**src/rtl/stream_token_pkg.sv**
```systemverilog
// Shared token definitions for the sparse stream source/sink pair.
// Pure declarations: no state, no latency, no flow control.
package stream_token_pkg;

  localparam int TOKEN_W = 17;

  typedef enum logic [1:0] {
    CT_STOP = 2'b00,
    CT_DONE = 2'b01
  } ctrl_type_e;

  localparam logic [TOKEN_W-1:0] DONE_TOKEN = 17'h10100;

  typedef enum logic [1:0] {
    ST_IDLE,
    ST_ACTIVE,
    ST_DONE
  } state_e;

  function automatic logic is_ctrl(input logic [TOKEN_W-1:0] tok);
    return tok[16];
  endfunction

  function automatic logic is_stop(input logic [TOKEN_W-1:0] tok);
    return tok[16] && (tok[9:8] == CT_STOP);
  endfunction

  function automatic logic is_done(input logic [TOKEN_W-1:0] tok);
    return tok[16] && (tok[9:8] == CT_DONE);
  endfunction

  function automatic logic [7:0] stop_lvl(input logic [TOKEN_W-1:0] tok);
    return tok[7:0];
  endfunction

endpackage

```
**src/rtl/lfsr16.sv**
```systemverilog
// Seedable 16-bit Fibonacci LFSR (taps 16,14,13,11), reloaded by flush.
// Advances one step per enabled cycle; no flow control.
module lfsr16 #(
  parameter logic [15:0] SEED = 16'hACE1
) (
  input  logic        clk,
  input  logic        rst_n,
  input  logic        flush,
  input  logic        en,
  output logic [15:0] lfsr
);

  always_ff @(posedge clk or negedge rst_n) begin
    if (!rst_n) begin
      lfsr <= SEED;
    end else if (flush) begin
      lfsr <= SEED;
    end else if (en) begin
      lfsr <= {lfsr[0] ^ lfsr[2] ^ lfsr[3] ^ lfsr[5], lfsr[15:1]};
    end
  end

endmodule

```
**src/rtl/stream_token_sink.sv**
```systemverilog
// Terminating sink for the sparse token stream: decodes, counts and checks handshakes.
// Zero-latency accept; counters update one cycle after accept; ready gated by LFSR when bp_en.
module stream_token_sink
  import stream_token_pkg::*;
#(
  parameter int          TX_NUM    = 1,
  parameter logic [15:0] LFSR_SEED = 16'hACE1,
  parameter int          CNT_W     = 32
) (
  input  logic               clk,
  input  logic               rst_n,
  input  logic               flush,
  input  logic               bp_en,
  input  logic [16:0]        data,
  input  logic               valid,
  output logic               ready,
  output logic               done,
  output logic [CNT_W-1:0]   data_count,
  output logic [CNT_W-1:0]   stop_count,
  output logic [15:0]        tx_count,
  output logic [CNT_W-1:0]   cycle_count,
  output logic [7:0]         max_stop_lvl,
  output logic               proto_err
);

  localparam logic [CNT_W-1:0] CNT_ONE   = CNT_W'(1);
  localparam logic [15:0]      TX_TARGET = 16'(TX_NUM);

  state_e             state_q, state_d;
  logic [CNT_W-1:0]   data_cnt_q, data_cnt_d;
  logic [CNT_W-1:0]   stop_cnt_q, stop_cnt_d;
  logic [CNT_W-1:0]   cyc_cnt_q, cyc_cnt_d;
  logic [15:0]        tx_cnt_q, tx_cnt_d;
  logic [7:0]         lvl_q, lvl_d;
  logic               err_q, err_d;
  logic               stall_q;
  logic [TOKEN_W-1:0] held_q;
  logic [15:0]        lfsr;
  logic               unused_lfsr_hi;
  logic               accept;
  logic               tok_data, tok_stop, tok_done, tok_bad;

  function automatic logic [CNT_W-1:0] sat_inc(input logic [CNT_W-1:0] v);
    return (&v) ? v : v + CNT_ONE;
  endfunction

  lfsr16 #(.SEED(LFSR_SEED)) u_lfsr (
    .clk   (clk),
    .rst_n (rst_n),
    .flush (flush),
    .en    (1'b1),
    .lfsr  (lfsr)
  );

  assign unused_lfsr_hi = ^lfsr[15:2];

  assign ready    = (state_q != ST_DONE) && (!bp_en || (lfsr[1:0] != 2'b00));
  assign accept   = valid && ready;
  assign tok_data = !is_ctrl(data);
  assign tok_stop = is_stop(data);
  assign tok_done = is_done(data);
  assign tok_bad  = is_ctrl(data) && !tok_stop && !tok_done;

  always_comb begin
    state_d    = state_q;
    data_cnt_d = data_cnt_q;
    stop_cnt_d = stop_cnt_q;
    cyc_cnt_d  = cyc_cnt_q;
    tx_cnt_d   = tx_cnt_q;
    lvl_d      = lvl_q;
    err_d      = err_q;

    if (valid && (state_q == ST_DONE)) err_d = 1'b1;
    // A stalled token must be re-presented unchanged on the following cycle.
    if (stall_q && (!valid || (data != held_q))) err_d = 1'b1;
    if (accept && tok_bad) err_d = 1'b1;

    if (state_q == ST_ACTIVE) cyc_cnt_d = sat_inc(cyc_cnt_q);

    if (accept) begin
      // Totals of the previous transaction stay visible until the next one starts.
      if (state_q == ST_IDLE) begin
        data_cnt_d = '0;
        stop_cnt_d = '0;
        lvl_d      = '0;
        cyc_cnt_d  = CNT_ONE;
        state_d    = ST_ACTIVE;
      end
      if (tok_data) data_cnt_d = sat_inc(data_cnt_d);
      if (tok_stop) begin
        stop_cnt_d = sat_inc(stop_cnt_d);
        if (stop_lvl(data) > lvl_d) lvl_d = stop_lvl(data);
      end
      if (tok_done) begin
        tx_cnt_d = (&tx_cnt_q) ? tx_cnt_q : tx_cnt_q + 16'd1;
        state_d  = (tx_cnt_d == TX_TARGET) ? ST_DONE : ST_IDLE;
      end
    end

    if (flush) begin
      state_d    = ST_IDLE;
      data_cnt_d = '0;
      stop_cnt_d = '0;
      cyc_cnt_d  = '0;
      tx_cnt_d   = '0;
      lvl_d      = '0;
      err_d      = 1'b0;
    end
  end

  always_ff @(posedge clk or negedge rst_n) begin
    if (!rst_n) begin
      state_q    <= ST_IDLE;
      data_cnt_q <= '0;
      stop_cnt_q <= '0;
      cyc_cnt_q  <= '0;
      tx_cnt_q   <= '0;
      lvl_q      <= '0;
      err_q      <= 1'b0;
      stall_q    <= 1'b0;
      held_q     <= '0;
    end else begin
      state_q    <= state_d;
      data_cnt_q <= data_cnt_d;
      stop_cnt_q <= stop_cnt_d;
      cyc_cnt_q  <= cyc_cnt_d;
      tx_cnt_q   <= tx_cnt_d;
      lvl_q      <= lvl_d;
      err_q      <= err_d;
      stall_q    <= flush ? 1'b0 : (valid && !ready);
      held_q     <= data;
    end
  end

  assign done         = (state_q == ST_DONE);
  assign data_count   = data_cnt_q;
  assign stop_count   = stop_cnt_q;
  assign tx_count     = tx_cnt_q;
  assign cycle_count  = cyc_cnt_q;
  assign max_stop_lvl = lvl_q;
  assign proto_err    = err_q;

endmodule

```
**config.mk**
```make
export PLATFORM = sky130hd
export DESIGN_NAME = stream_token_sink
export DESIGN_NICKNAME = d
export VERILOG_FILES = /design/src/rtl/stream_token_pkg.sv /design/src/rtl/lfsr16.sv /design/src/rtl/stream_token_sink.sv
export SDC_FILE = /design/constraint.sdc
export NUM_CORES = 1
export LEC_CHECK = 0
export ABC_CLOCK_PERIOD_IN_PS = 3100
export CORE_ASPECT_RATIO = 1.4
export CORE_MARGIN = 2
export CORE_UTILIZATION = 49
export CTS_CLUSTER_SIZE = 40
export DETAILED_ROUTE_END_ITERATION = 8
export PLACE_DENSITY = 0.78
export SYNTH_ARGS = -nofsm -noshare
export SYNTH_HDL_FRONTEND = slang
export SYNTH_SLANG_ARGS = --single-unit
```
**constraint.sdc**
```tcl
create_clock -name clk -period 3.1 [get_ports clk]
set_input_delay 0.775 -clock clk [delete_from_list [all_inputs] [get_ports clk]]
set_output_delay 0.775 -clock clk [all_outputs]
set_load 0.05 [all_outputs]
```
==> flow_summary.ini, run 1 <==
[status]
status = complete, no violations

[timing]
hold_viol_final = 0
achievable-frequency_mhz = 358
setup_viol = 0
min_period_over_period_pct = 90.0
clock_skew_ns = 0.00930
setup_slack_ns = 0.310
slew_viol_final = 0
finalCriticalPeriod_ns = 2.79
tightestPinTransition_ns = 0.881
slew_headroom_pct = 40.3
setup_tns_ns = 0
grt_setup_unrepaired = no

[route]
wl_per_cell_um = 19.2
via_count = 8719
antenna_left = 0
initialDrtViolationCount = 883
drt-total-wl_um = 26600
route.detailed.drc = 0
viasPerCell = 6.30
drtPass1Iterations = 6

[worst_setup_path]
cpMostUsedCell = buf_4
worstSetupPathType = reg2out
cp_cell_sequence = buf_4 -> nand2b_1 -> inv_1 -> nor2_1 -> buf_4
worstPathArrival_ns = 2.02
reg2reg_slack_ns = 0.34
worstSetupEndpointType = output port
max_stage_delay_ns = 0.34
critPathCapture = ready
worstPathMaxFanout = 24
cp_data_required_time_ns = 2.32
r2r_cells = 10
slowest_stage = dfrtp_1
crit_path_start = state_q[0]$_DFFE_PN0P_
reg2reg_to = stop_count[12]$_DFFE_PN0P_
r2r_start = state_q[1]$_DFFE_PN0P_
startpoint_type = register

[finish]
nNetsFinal = 1166
final_cells = 1385
diodes = 0
layout-drive-gt1-share_pct = 11.2
area_delta_synth_final_pct = 28.7
final_area_um2 = 11500

[power]
p_leak_uw = 0.00450
peakVddDrop_mv = 0.338
power_density_nw_per_um2 = 416

[clocking]
cts_sinks = 157
clk_latency_ns = 0.44
cts_max_level = 4
clockBufferDepth = 2
numCtsBuffers = 17
ctsRootBufferMaster = clkbuf_16
clk_pin_slew_ns = 0.06
postCtsSetupRepairBufs = 0
cts_tree = done

[die]
start_util_pct = 50.0
dieHeight_um = 164
num_io_pins = 145
core_um2 = 17900
rows = 58
die_w_um = 118
die-area_um2 = 19400

[place]
postPlaceCellArea_um2 = 10900
dp_hpwl_um = 19000
numPortBuffers = 144
dp.cells = 1353
pre_cts_slack_ns = 0.125
place_congestion = 0.953

[global_routing]
grt_pass1_vias = 8492
grt-ovfl-total = 0
grt_antenna_before_repair = 0
grt_first_pass_wirelength_um = 43300
track_usage_pct = 27.8
grt_max_degree = 76

[yosys]
ys.flop_type = dfrtp_1
synth_edf_count = 0
ys_warn_count = 0
synthTopCellsByCount = dfrtp_1, nand2_1, nor2_1, nand3_1, o21ai_0
synthCells = 977
synthTopCellsByArea = dfrtp_1, nand2_1, nand3_1
ys_seq_area_share_pct = 44.0
synth_top_cell_area_share_pct = 41.6
synth_seq_cells = 157
synth_cell_types = 75
syn_area_um2 = 8960
syn_nets = 1011
synth.most_common_cell = dfrtp_1
yosysTopAreaCell = dfrtp_1
synthArstFlopShare_pct = 100
synth.avg_cell_area_um2 = 9.17

[hold_path]
min_path_type = in2async

[flow_run]
cap_violations = 0
==> power by group <==
group | switching [uW] | leakage (uW) | internal [uW]
sequential | 17.9 | 0.00211 | 2090
clock | 880 | 0.000304 | 1400
combinational | 278 | 0.00208 | 137
==> per-layer routing <==
| metal | GRT usage (%) | wire [um] |
|---|---|---|
| met5 | 0 | 0 |
| met4 | 13.1 | 925 |
| met1 | 32.9 | 10200 |
| met2 | 48.3 | 13500 |
| met3 | 5.76 | 2010 |
==> area by class of cell <==
type / count / area (um2)
Clock buffer: 20 / 457
Timing Repair Buffer: 186 / 1800
Clock inverter: 12 / 183
Inverter: 22 / 83.8
Multi-Input combinational cell: 748 / 4760
Fill cell: 1459 / 6400
Tap cell: 240 / 300
Sequential cell: 157 / 3940
==> state kept, by name (all words and copies together), names as in the netlist <==
register      cells
data_count       32
stop_count       32
proto_err         1
held_q           17
cycle_count      32
u_lfsr.lfsr      16
tx_count         16
state_q           2
max_stop_lvl      8
stall_q           1
==> what timing repair did <==
action	4_1_cts	5_1_grt
gates resized for setup	0	1
endpoints found under the setup margin	0	3
hold buffers	0	0
endpoints found under the hold margin	0	0
==> cells in the final DEF, fill, tap and decap left out, drive strengths merged, types with 5 or more instances in the layout <==
| cell | netlist | final |
|---|---|---|
| and4 | 10 | 10 |
| xor2 | 23 | 23 |
| and2 | 9 | 9 |
| nand3 | 60 | 60 |
| a21oi | 30 | 30 |
| inv | 21 | 24 |
| or2 | 16 | 16 |
| or4 | 9 | 9 |
| and3 | 18 | 18 |
| or3 | 20 | 20 |
| a32o | 13 | 13 |
| dfstp | 8 | 8 |
| ha | 12 | 12 |
| dfrtp | 149 | 149 |
| nand4 | 42 | 42 |
| nand2b | 8 | 8 |
| buf | 12 | 45 |
| mux2i | 9 | 9 |
| a21o | 9 | 9 |
| nor3b | 6 | 6 |
| a31oi | 22 | 22 |
| nor3 | 34 | 34 |
| clkbuf | 38 | 20 |
| xnor2 | 30 | 30 |
| o311ai | 9 | 9 |
| clkdlybuf4s50 | 0 | 141 |
| nor2b | 10 | 10 |
| nor4 | 18 | 18 |
| o21a | 7 | 7 |
| nand2 | 95 | 95 |
| nor2 | 71 | 71 |
| o211ai | 21 | 21 |
| a22o | 5 | 5 |
| a211oi | 6 | 6 |
| o21ai | 68 | 68 |
| o31ai | 9 | 9 |
==> critical path: cells and delay by family, from the launching register on <==
| family | cells | cell delay, ns |
|---|---|---|
| buf+inv | 3 | 0.73 |
| flops | 1 | 0.34 |
| simple gates | 2 | 0.51 |
==> kinds of logic (layout without fill, tap and decap cells) <==
family | count (synthesis) | in the layout | synth area share [%]
AND/OR/NAND/NOR | 432 | 432 | 25.8
AO/OA/AOI/OAI | 240 | 240 | 18.8
flip-flops | 157 | 157 | 44.0
buffers and inverters | 72 | 240 | 3.34
XOR/XNOR | 53 | 53 | 5.18
adder cells (fa/ha/maj) | 12 | 12 | 1.68
multiplexers | 11 | 11 | 1.26
==> worst min-delay path by stage <==
| stage | depth (start not counted) | end | from |
|---|---|---|---|
| after global routing | 1 | cycle_count[8]$_DFF_PN0_ | rst_n |
| after global placement | 1 | u_lfsr.lfsr[11]$_DFF_PN1_ | u_lfsr.lfsr[12]$_DFF_PN0_ |
| after detailed placement | 1 | u_lfsr.lfsr[7]$_DFF_PN1_ | u_lfsr.lfsr[8]$_DFF_PN0_ |
| after CTS | 1 | cycle_count[8]$_DFF_PN0_ | rst_n |
| after floorplan | 1 | u_lfsr.lfsr[13]$_DFF_PN1_ | u_lfsr.lfsr[14]$_DFF_PN0_ |
| final | 1 | cycle_count[8]$_DFF_PN0_ | rst_n |
==> metrics by stage <==
step | util, % | total power, uW | hold slack [ns]
CTS | 64.3 | 4830 | 0.394
finish | 64.3 | 4800 | 0.364
global placement | 60.7 | 2550 | 0.415
floorplan | - | 2350 | 0.410
global route | 64.3 | 4960 | 0.424
detailed placement | 60.7 | 2550 | 0.423
Note: power is estimated with default switching activity, not from simulation.
==> inputs of run 2 (changes only) <==
Settings changed: CELL_PAD_IN_SITES_DETAIL_PLACEMENT from default to 0, CELL_PAD_IN_SITES_GLOBAL_PLACEMENT from default to 2, CORE_UTILIZATION 49 to 30, CTS_CLUSTER_SIZE 40 to 10, SETUP_SLACK_MARGIN from default to 0.1.
==> run 2 against run 1 <==
Compared with the run above: sequential share of layout area is 0.65 points lower; clock-buffer cell count is 1 higher; power is 2.8% lower; worst hold slack worse by 0.027 ns; register-to-register slack better by 0.06 ns; first-iteration DRC count is 40% lower; combinational power is 4% higher; largest cell class unchanged.
==> flow_summary.ini, run 2 (synthesis results as in run 1) <==
[worst_setup_path]
worstPathMaxFanout = 24
startpoint_type = register
r2r_cells = 10
r2r_start = state_q[1]$_DFFE_PN0P_
worstPathArrival_ns = 1.93
reg2reg_slack_ns = 0.40
worstSetupEndpointType = output port
worstSetupPathType = reg2out
reg2reg_to = max_stop_lvl[7]$_DFFE_PN0P_
cp_data_required_time_ns = 2.32

[timing]
tightestPinTransition_ns = 1.02
hold_viol_final = 0
finalCriticalPeriod_ns = 2.71
achievable-frequency_mhz = 369
slew_headroom_pct = 30.9
slew_viol_final = 0
clock_skew_ns = 0.0122
setup_tns_ns = 0
setup_viol = 0
min_period_over_period_pct = 87.4
grt_setup_unrepaired = no

[place]
numPortBuffers = 144
postPlaceCellArea_um2 = 11200
place_congestion = 0.818
dp_hpwl_um = 21800

[power]
peakVddDrop_mv = 0.347
power_density_nw_per_um2 = 397
p_leak_uw = 0.00453

[global_routing]
grt_first_pass_wirelength_um = 48300
grt_max_degree = 59
track_usage_pct = 19.6
grt_antenna_before_repair = 0
grt-ovfl-total = 0
grt_pass1_vias = 8580

[clocking]
ctsRootBufferMaster = clkbuf_16
postCtsSetupRepairBufs = 0
ctsHoldBuffers = 0
numCtsBuffers = 17
cts_sinks = 157
cts_tree = done
clockBufferDepth = 2
cts_resized = 0
cts_max_level = 4
clk_latency_ns = 0.43
clk_pin_slew_ns = 0.07

[die]
die_w_um = 150
rows = 74
num_io_pins = 145
start_util_pct = 30.6
dieHeight_um = 208
die-area_um2 = 31300
core_um2 = 29300

[finish]
layout-drive-gt1-share_pct = 11.9
layout_common_cells = dfrtp_1, clkdlybuf4s50_1, nand2_1
area_delta_synth_final_pct = 31.2
final_common_cell = dfrtp_1
diodes = 0
nNetsFinal = 1176
final_area_um2 = 11800

[route]
route.detailed.drc = 0
wl_per_cell_um = 19.5
drt-total-wl_um = 29900
viasPerCell = 5.52
via_count = 8471
drtPass1Iterations = 5
initialDrtViolationCount = 533
antenna_left = 0

[status]
status = complete, no violations

[hold_path]
min_path_type = in2async

[flow_run]
cap_violations = 0
run 2: cell types whose count changed in the layout (fill, tap and decap cells not counted):
cell and change:
o31ai_4 +1, clkinvlp_4 -2, nand2b_2 +1, bufinv_16 -2
buf_12 +1, o31ai_1 -1, clkbuf_1 +2, clkbuf_8 -1
nand2b_1 -1, clkinv_4 +3, buf_4 +9
run 2: power by group:
part	switching (uW)	internal, uW	leakage [uW]	total, uW
Combinational	287	143	0.00214	430
Sequential	17.7	2090	0.00211	2100
Clock	910	1220	0.000283	2130
Total	1210	3450	0.00453	4660
run 2: how the worst max path moves through the flow:
stage                                              to  cells past startpoint  slack [ns]                   start
final                                           ready                      5        0.39  state_q[0]$_DFFE_PN0P_
after global routing        data_count[9]$_DFFE_PN0P_                     10        0.15  state_q[1]$_DFFE_PN0P_
after detailed placement  max_stop_lvl[3]$_DFFE_PN0P_                      8        0.06                 data[5]
after CTS                                       ready                      5        0.25  state_q[0]$_DFFE_PN0P_
after floorplan            stop_count[12]$_DFFE_PN0P_                     13        0.10  state_q[1]$_DFFE_PN0P_
after global placement    max_stop_lvl[7]$_DFFE_PN0P_                      8        0.11                 data[5]
run 2: critical path, cell delays in order, from the launching register on:
cell      delay, ns
dfrtp_1        0.34
buf_4          0.33
nand2b_2       0.27
inv_1          0.15
nor2_1         0.19
buf_4          0.23
run 2: stage by stage:
stage	hold slack (ns)	instances	utilization (%)	total power, uW	setup WS, ns
floorplan	0.410	977	-	2350	0.100
global placement	0.414	1503	38.2	2580	0.109
detailed placement	0.419	1503	38.2	2580	0.0590
CTS	0.352	1535	40.2	4730	0.254
global route	0.368	1535	40.2	4850	0.152
finish	0.337	1535	40.2	4660	0.391
run 2: cell type report:
cell class	count	area, um2
Fill cell	3040	17500
Multi-Input combinational cell	748	4780
Sequential cell	157	3940
Timing Repair Buffer	196	1890
Tap cell	380	475
Clock buffer	21	450
Clock inverter	11	134
Inverter	22	83.8
run 2: layer usage:
layer	vias to the layer above	global-route usage [%]	wire (um)
met4	0	5.43	449
met5	-	0	0
li1	4001	-	-
met1	4169	25.0	12600
met3	28	3.46	1510
met2	273	33.9	15400
==> inputs of run 3 (changes only) <==
Settings changed: ABC_AREA from default to 1, CORE_UTILIZATION 30 to 28.
==> run 3 against run 2 <==
Compared with the run above: first-iteration DRC count shrank 6.0%; largest cell class unchanged; largest power group unchanged; synthesized cell count grew 54%; clock skew is essentially flat; clock power grew 6%; combinational power grew 54%; flip-flop and latch count is the same; critical path depth grew 10; die area grew 23%; fmax grew 1.3%; worst hold slack lost 0.037 ns; non-clock buffer count shrank 23; global-route usage shrank 1.6 points.
==> flow_summary.ini, run 3 <==
[die]
core_um2 = 36600
rows = 83
num_io_pins = 145
dieHeight_um = 231
die-area_um2 = 38500
start_util_pct = 28.3
die_w_um = 166

[worst_setup_path]
crit_path_start = state_q[1]$_DFFE_PN0P_
worstPathArrival_ns = 3.01
reg2reg_to = data_count[22]$_DFFE_PN0P_
r2r_start = state_q[1]$_DFFE_PN0P_
worstSetupPathType = reg2reg
cp_data_required_time_ns = 3.43
worstPathMaxFanout = 22
startpoint_type = register
r2r_cells = 15
reg2reg_slack_ns = 0.42
worstSetupEndpointType = register

[route]
antenna_left = 0
drtPass1Iterations = 5
initialDrtViolationCount = 501
route.detailed.drc = 0
wl_per_cell_um = 15.8
viasPerCell = 4.71
via_count = 10052
drt-total-wl_um = 33700

[timing]
achievable-frequency_mhz = 374
setup_slack_ns = 0.424
slew_headroom_pct = 51.0
clock_skew_ns = 0.0124
hold_viol_final = 0
slew_viol_final = 0
finalCriticalPeriod_ns = 2.68
tightestPinTransition_ns = 0.728
setup_viol = 0
min_period_over_period_pct = 86.3
setup_tns_ns = 0
grt_setup_unrepaired = no

[global_routing]
track_usage_pct = 18.0
grt_max_degree = 61
grt_pass1_vias = 10102
grt_antenna_before_repair = 0
grt_first_pass_wirelength_um = 55100
grt-ovfl-total = 0

[hold_path]
min_path_type = in2async

[finish]
final_cells = 2135
layout-drive-gt1-share_pct = 8.39
layout_common_cells = nand2_1, nor2_1, inv_1
final_core_util_pct = 35.6
nNetsFinal = 1689
diodes = 0
final_common_cell = nand2_1
area_delta_synth_final_pct = 25.8

[yosys]
synthCells = 1508
ys.flop_type = dfrtp_1
synthTopCellsByCount = nand2_1, nor2_1, inv_1, nand3_1, dfrtp_1
synth_seq_cells = 157
synth_top_cell_area_share_pct = 36.1
synth_cell_types = 47
synthTopCellsByArea = dfrtp_1, nand2_1, nand3_1
syn_nets = 1542
synth_edf_count = 0
synth.most_common_cell = nand2_1
syn_area_um2 = 10300
yosysTopAreaCell = dfrtp_1
synthArstFlopShare_pct = 100
ys_warn_count = 0
ys_seq_area_share_pct = 38.1
synth.avg_cell_area_um2 = 6.85

[power]
p_leak_uw = 0.00547
power_density_nw_per_um2 = 390
peakVddDrop_mv = 0.298
p_total_uw = 5080

[clocking]
clockBufferDepth = 2
numCtsBuffers = 17
cts_max_level = 4
cts_resized = 0
postCtsSetupRepairBufs = 0
ctsHoldBuffers = 0
clk_pin_slew_ns = 0.08
ctsRootBufferMaster = clkbuf_16
cts_sinks = 157
clk_latency_ns = 0.45
cts_tree = done

[place]
dp.cells = 2103
dp_hpwl_um = 25300
numPortBuffers = 144
place_congestion = 0.842
pre_cts_slack_ns = 0.203

[status]
status = complete, no violations

[flow_run]
cap_violations = 0
-- run 3: cell families after synthesis --
family / Yosys count / share of synthesized area [%]
compound gates: 140 / 7.48
xor+xnor: 43 / 3.64
flops: 157 / 38.1
fa+ha+maj: 12 / 1.45
simple gates: 922 / 39.9
buf+inv: 234 / 9.44
-- run 3: cell type report --
| class | instances | area (um2) |
|---|---|---|
| Fill cell | 3950 | 23600 |
| Multi-Input combinational cell | 1117 | 5430 |
| Sequential cell | 157 | 3940 |
| Timing Repair Buffer | 173 | 1720 |
| Inverter | 189 | 712 |
| Tap cell | 467 | 584 |
| Clock buffer | 18 | 439 |
| Clock inverter | 14 | 174 |
-- run 3: worst max-delay path, stage by stage (launching register included) --
cell     delay (ns)
dfrtp_1        0.44
nor2_4         0.32
nor2_1         0.11
ha_1           0.28
nand2_1        0.08
inv_1          0.04
nand3_1        0.14
inv_1          0.06
nand2_1        0.21
nor2_4         0.09
nand3_4        0.19
nand2_4        0.21
nor2_1         0.14
nand2_1        0.06
nand3_1        0.11
nand2_1        0.06
-- run 3: stage by stage --
stage / cell area (um2) / hold slack (ns)
2_1_floorplan: 10300 / 0.410
3_3_place_gp: 12400 / 0.418
3_5_place_dp: 12400 / 0.423
6_report: 13000 / 0.301
4_1_cts: 13000 / 0.330
5_1_grt: 13000 / 0.348
-- run 3: power by group --
group | leakage, uW | switching (uW) | internal (uW)
clock | 0.000303 | 1010 | 1240
sequential | 0.00210 | 56.3 | 2110
combinational | 0.00306 | 459 | 203
-- run 3: worst max path at each step --
stage	end
4_1_cts	done
5_1_grt	data_count[22]$_DFFE_PN0P_
3_5_place_dp	max_stop_lvl[1]$_DFFE_PN0P_
6_report	data_count[22]$_DFFE_PN0P_
2_1_floorplan	stop_count[5]$_DFFE_PN0P_
3_3_place_gp	max_stop_lvl[1]$_DFFE_PN0P_
-- run 3: routing by layer --
layer | vias up | global-route usage [%] | share of wire (%)
li1 | 5113 | - | -
met1 | 4716 | 21.7 | 43
met2 | 190 | 32.8 | 52
met3 | 33 | 3.13 | 3.4
met4 | 0 | 5.33 | 1.7
met5 | - | 0 | 0
